[src/rtl/ir_pkg.sv]
// rtl/ir_pkg.sv - shared state type, frame field positions and key constants for the IR command path
package ir_pkg;

  typedef enum logic [1:0] {
    IDLE,
    OFFER,
    HOLD
  } ir_state_t;

  localparam int INV_MSB = 31;
  localparam int INV_LSB = 24;
  localparam int KEY_MSB = 23;
  localparam int KEY_LSB = 16;
  localparam int CUS_MSB = 15;
  localparam int CUS_LSB = 0;

  localparam logic [7:0] MUTE_KEY_DEF = 8'h0C;

endpackage

[src/rtl/ir_hold_timer.sv]
// rtl/ir_hold_timer.sv - loadable down-counter with zero flag that times the held-key window
module ir_hold_timer #(
  parameter int W = 8
) (
  input  logic         clk,
  input  logic         rst_n,
  input  logic         load,
  input  logic [W-1:0] load_val,
  input  logic         dec,
  output logic         zero
);

  logic [W-1:0] cnt;

  // load wins over decrement; the count parks at zero
  always_ff @(posedge clk) begin
    if (!rst_n) begin
      cnt <= '0;
    end else if (load) begin
      cnt <= load_val;
    end else if (dec && (cnt != '0)) begin
      cnt <= cnt - W'(1);
    end
  end

  assign zero = (cnt == '0);

endmodule

[src/rtl/ir_cmd_ctrl.sv]
// rtl/ir_cmd_ctrl.sv - turns decoded IR frames into handshaked key commands with repeat, mute and error tracking
module ir_cmd_ctrl
  import ir_pkg::*;
#(
  parameter int         CLK_HZ    = 50_000_000,
  parameter int         HOLD_MS   = 150,
  parameter bit         REPEAT_EN = 1'b1,
  parameter logic [7:0] MUTE_KEY  = MUTE_KEY_DEF
) (
  input  logic        iCLK,
  input  logic        iRST_n,
  input  logic        iDATA_READY,
  input  logic [31:0] iDATA,
  output logic        oCMD_VALID,
  input  logic        iCMD_READY,
  output logic [7:0]  oCMD,
  output logic        oCMD_REPEAT,
  output logic        oMUTE,
  output logic [7:0]  oERR_CNT,
  output logic        oOVERFLOW
);

  localparam int RELOAD = HOLD_MS * (CLK_HZ / 1000) - 1;
  localparam int TW     = $clog2(RELOAD) + 1;
  localparam logic [TW-1:0] RELOAD_V = TW'(RELOAD);

  ir_state_t  state_q, state_d;
  logic       dr_q;
  logic [7:0] last_q, last_d;
  logic       valid_d, rep_d, mute_d, ovf_d;
  logic [7:0] cmd_d, err_d;
  logic       tmr_load, tmr_zero;

  logic       frame_ev, frame_ok, frame_vld;
  logic [7:0] key;
  logic       unused_custom;

  assign key           = iDATA[KEY_MSB:KEY_LSB];
  assign frame_ev      = iDATA_READY && !dr_q;
  assign frame_ok      = (iDATA[INV_MSB:INV_LSB] == ~key);
  assign frame_vld     = frame_ev && frame_ok;
  assign unused_custom = ^iDATA[CUS_MSB:CUS_LSB];

  ir_hold_timer #(.W(TW)) u_hold_timer (
    .clk      (iCLK),
    .rst_n    (iRST_n),
    .load     (tmr_load),
    .load_val (RELOAD_V),
    .dec      (state_q == HOLD),
    .zero     (tmr_zero)
  );

  always_comb begin
    state_d  = state_q;
    valid_d  = oCMD_VALID;
    cmd_d    = oCMD;
    rep_d    = oCMD_REPEAT;
    mute_d   = oMUTE;
    err_d    = oERR_CNT;
    ovf_d    = oOVERFLOW;
    last_d   = last_q;
    tmr_load = 1'b0;

    if (frame_ev && !frame_ok && (oERR_CNT != 8'hFF)) begin
      err_d = oERR_CNT + 8'd1;
    end

    unique case (state_q)
      IDLE: begin
        if (frame_vld) begin
          state_d = OFFER;
          valid_d = 1'b1;
          cmd_d   = key;
          rep_d   = 1'b0;
          last_d  = key;
        end
      end
      OFFER: begin
        // a frame arriving while a command is pending is lost, even in the handshake cycle
        if (frame_vld) begin
          ovf_d = 1'b1;
        end
        if (oCMD_VALID && iCMD_READY) begin
          state_d  = HOLD;
          valid_d  = 1'b0;
          tmr_load = 1'b1;
          if ((oCMD == MUTE_KEY) && !oCMD_REPEAT) begin
            mute_d = !oMUTE;
          end
        end
      end
      HOLD: begin
        if (frame_vld) begin
          if (key == last_q) begin
            tmr_load = 1'b1;
            if (REPEAT_EN) begin
              state_d = OFFER;
              valid_d = 1'b1;
              cmd_d   = key;
              rep_d   = 1'b1;
            end
          end else begin
            state_d = OFFER;
            valid_d = 1'b1;
            cmd_d   = key;
            rep_d   = 1'b0;
            last_d  = key;
          end
        end else if (tmr_zero) begin
          state_d = IDLE;
        end
      end
      default: state_d = IDLE;
    endcase
  end

  // the edge register tracks the level even in reset, so a level already high at release is no edge
  always_ff @(posedge iCLK) begin
    dr_q <= iDATA_READY;
    if (!iRST_n) begin
      state_q     <= IDLE;
      oCMD_VALID  <= 1'b0;
      oCMD        <= 8'h00;
      oCMD_REPEAT <= 1'b0;
      oMUTE       <= 1'b0;
      oERR_CNT    <= 8'h00;
      oOVERFLOW   <= 1'b0;
      last_q      <= 8'h00;
    end else begin
      state_q     <= state_d;
      oCMD_VALID  <= valid_d;
      oCMD        <= cmd_d;
      oCMD_REPEAT <= rep_d;
      oMUTE       <= mute_d;
      oERR_CNT    <= err_d;
      oOVERFLOW   <= ovf_d;
      last_q      <= last_d;
    end
  end

endmodule

[config.mk]
export PLATFORM = sky130hd
export DESIGN_NAME = ir_cmd_ctrl
export DESIGN_NICKNAME = d
export VERILOG_FILES = /design/src/rtl/ir_pkg.sv /design/src/rtl/ir_hold_timer.sv /design/src/rtl/ir_cmd_ctrl.sv
export SDC_FILE = /design/constraint.sdc
export NUM_CORES = 1
export LEC_CHECK = 0
export CORE_MARGIN = 2
export CORE_UTILIZATION = 60
export DETAILED_ROUTE_END_ITERATION = 8
export DONT_BUFFER_PORTS = 1
export PLACE_DENSITY = 0.85
export SLEW_MARGIN = 20
export SYNTH_ARGS = -nofsm -noshare
export SYNTH_HDL_FRONTEND = slang
export SYNTH_SLANG_ARGS = --single-unit
[constraint.sdc]
create_clock -name iCLK -period 3.6 [get_ports iCLK]
set_clock_uncertainty 0.1 [all_clocks]
set_input_delay 0.18 -clock iCLK [delete_from_list [all_inputs] [get_ports iCLK]]
set_output_delay 0.18 -clock iCLK [all_outputs]
set_load 0.03 [all_outputs]
==> results_dict.tcl <==
set metrics [dict create \
    cp-start-kind "flop" \
    grt_pass1_vias 2253 \
    cp_max_fo 17 \
    max-cap-violations 0 \
    yosysUniqueCellTypes 41 \
    syn_area_per_cell_sq_um 8.92 \
    setup_viol 0 \
    htreeDepth 2 \
    slew_headroom_pct 40.4 \
    start_util_pct 63.0 \
    crit_arrival_ns 2.51 \
    critical_path_buf_inv_count 0 \
    row_count 24 \
    p_seq_share_pct 61.6 \
    dieArea_sq_mm 0.00517 \
    grt_usage_pct 24.2 \
    ys_seq_area_share_pct 39.8 \
    critical_path.cell_chain "nor4_2 > nand2_1 > or3_1 > or3_1 > a31oi_1" \
    overflow 0 \
    synthCells 310 \
    fill_cells 312 \
    ys_async_sr_fraction_pct 0 \
    drcViolationCount 0 \
    slowest_stage "or3_1" \
    chipWidth_microns 71.9 \
    gp_congestion 0.831 \
    setup-tns-final_ns 0 \
    cts_made_buffers 5 \
    finalCritPeriodShare_pct 65.7 \
    synthTopCellsByArea "dfxtp_1 40%, mux2i_1 6.2%, xnor2_1 5.7%" \
    syn2layout_area_growth_pct 8.33 \
    path_class "flop to flop" \
    synth_top_area_share_pct 39.8 \
    routed_wl_mm 6.05 \
    design_area_sq_mm 0.00299 \
    switchingPower_mw 0.232 \
    hold_path.class "input port to flop" \
    multiInputGateArea_sq_mm 0.00159 \
    hold_viol_final 0 \
    min_period_ns 2.37 \
    die_h_microns 71.9 \
    status "completed" \
    ir_worst_vdd_mv 0.261 \
    path_clk_slew_ns 0.10 \
    first_iter_violations 172 \
    rsz0062_at_grt "no" \
    p_sw_share_pct 23.3 \
    synth-seq-cells 55 \
    power.total_mw 0.999 \
    timing.final.ws_setup_ns 1.23 \
    insertion_delay_ns 0.31 \
    max_freq_mhz 423 \
    cts-root-buf "clkbuf_8" \
    drive_above_1_share_pct 6.88 \
    slowest_delay_ns 0.49 \
    worst_pin_slew_ns 0.890 \
    dp_hpwl_mm 4.03 \
    ys_warn_count 0 \
    p_leak_nw 1.14 \
    cts_max_path_buffers 2 \
    diodes 0 \
    firstDrtPassIters 7 \
    intPower_mw 0.767 \
    nets 363 \
    cpMostUsedCell "or3_1" \
    grt_max_degree 40 \
    via_count 2415 \
    drv_slew 0 \
    combPwrFrac_pct 5.3 \
    dp_slack_ns 1.29 \
    synth_flop_cell "dfxtp_1" \
    layout.cells.non_filler 372 \
    cp-end-kind "flop" \
    worstPathRequired_ns 3.74 \
    dp_cells 355 \
    post_drt_wl_per_cell_microns 16.3 \
    placed_area_sq_mm 0.00281 \
    yosys.area.top_type "dfxtp_1" \
    seqCellArea_sq_mm 0.00110 \
    syn_nets 353 \
    antenna_found_initial 0 \
    core_area_sq_mm 0.00438 \
    cts.sink_count 55 \
    ios 56 \
    syn_area_sq_mm 0.00276 \
    port_buffers 0 \
    grt_pass1_wl_mm 10.0 \
    synth_edf_count 0 \
    cpLargestDelayFamily "simple AND/OR/NAND/NOR gates" \
    powerDensity_mw_per_mm2 334 \
    cts_tree "built" \
    clkPwrFrac_pct 33.1 \
    vias_per_cell 6.49 \
    ant_nets 0 \
]
## cells in the mapped netlist (10+ instances only)
cell and count:
nor2_1 26, nand3_1 10, a21oi_1 24, dfxtp_1 55
or3_1 12, xnor2_1 18, o31ai_1 12, xor2_1 10
or4_1 13, mux2i_1 17, nand2_1 14
## cell usage in the layout, fill, tap and decap left out, types with 2 or more instances in the layout
| master | n |
|---|---|
| nor4_1 | 6 |
| or4_1 | 13 |
| nor3_1 | 6 |
| buf_4 | 3 |
| nor4b_1 | 3 |
| dfxtp_1 | 55 |
| dlygate4sd3_1 | 10 |
| o211ai_1 | 2 |
| nor2b_1 | 2 |
| nand2_1 | 14 |
| nand4_1 | 9 |
| inv_1 | 9 |
| or3_1 | 12 |
| xnor2_1 | 18 |
| or2_2 | 4 |
| nand3_1 | 10 |
| o31ai_1 | 12 |
| clkbuf_8 | 5 |
| o21ai_0 | 9 |
| nor2_1 | 26 |
| nand2b_1 | 2 |
| o21a_1 | 2 |
| nor4_2 | 3 |
| xor2_1 | 10 |
| mux2i_1 | 17 |
| a31oi_1 | 7 |
| ha_1 | 7 |
| nor3b_1 | 4 |
| o21ai_1 | 2 |
| a21oi_1 | 24 |
## registers in the layout, indices dropped and copies added (netlist names)
name / flops
oCMD_VALID: 1
last_q: 8
oCMD: 8
oERR_CNT: 8
u_hold_timer.cnt: 24
oOVERFLOW: 1
dr_q: 1
oMUTE: 1
oCMD_REPEAT: 1
state_q: 2
## metal layers
layer	wire (microns)	vias to the layer above	track usage [%]
met3	338	21	5.34
met4	178	0	10.7
met5	0	-	0
met1	2610	1145	30.6
li1	-	1163	-
met2	2920	86	39.7
## area by class of cell
type	instances	share of cell area [%]
multi-input combinational	236	53.1
sequential	55	36.8
timing repair buffer	13	4.10
clock buffer	5	2.30
tap	52	2.17
inverter	9	1.13
clock inverter	2	0.460
## kinds of logic (layout without fill, tap and decap cells)
| group | count (synthesis) | after routing | synth area share, % |
|---|---|---|---|
| and+or+nand+nor | 119 | 119 | 24.8 |
| AOI/OAI and AO/OA | 64 | 64 | 14.1 |
| DFF | 55 | 55 | 39.8 |
| xor gates and xnor gates | 28 | 28 | 8.87 |
| buffers and inverters | 19 | 29 | 2.67 |
| muxes | 18 | 18 | 6.56 |
| adders and majority gates | 7 | 7 | 3.17 |
## tightest hold or removal path, stage by stage
cell and delay (ns):
a21oi_1 0.08, nand2_1 0.07, a31oi_1 0.08
## path summary, 6_finish.rpt
check / startpoint / end / slack, ns / depth (start not counted)
max: u_hold_timer.cnt[2] / u_hold_timer.cnt[17] / 1.23 / 5
min reg2reg: u_hold_timer.cnt[8] / u_hold_timer.cnt[8] / 0.37 / 2
max reg2reg: u_hold_timer.cnt[2] / u_hold_timer.cnt[17] / 1.23 / 5
min: iCMD_READY / state_q[1] / 0.06 / 3
## power by group through the flow
| stage | sequential [mW] | combinational [mW] | clock, mW |
|---|---|---|---|
| after floorplan | 0.629 | 0.0330 | 0 |
| after global placement | 0.630 | 0.0377 | 0 |
| after detailed placement | 0.630 | 0.0382 | 0 |
| after CTS | 0.616 | 0.0508 | 0.333 |
| after global routing | 0.616 | 0.0571 | 0.352 |
| final | 0.616 | 0.0532 | 0.330 |
## through the flow
step / utilization [%] / hold slack [ns]
floorplan: - / 0.108
global placement: 64.1 / 0.108
detailed placement: 64.1 / 0.108
CTS: 68.3 / 0.0561
global route: 68.3 / 0.0923
finish: 68.3 / 0.0613
## what timing repair did
item | in CTS | in global routing
hold buffers | 10 | 0
buffers inserted | 0 | 0
hold endpoints to repair | 20 | 0
resized for setup | 0 | 0
Note: power is estimated with default switching activity, not from simulation.
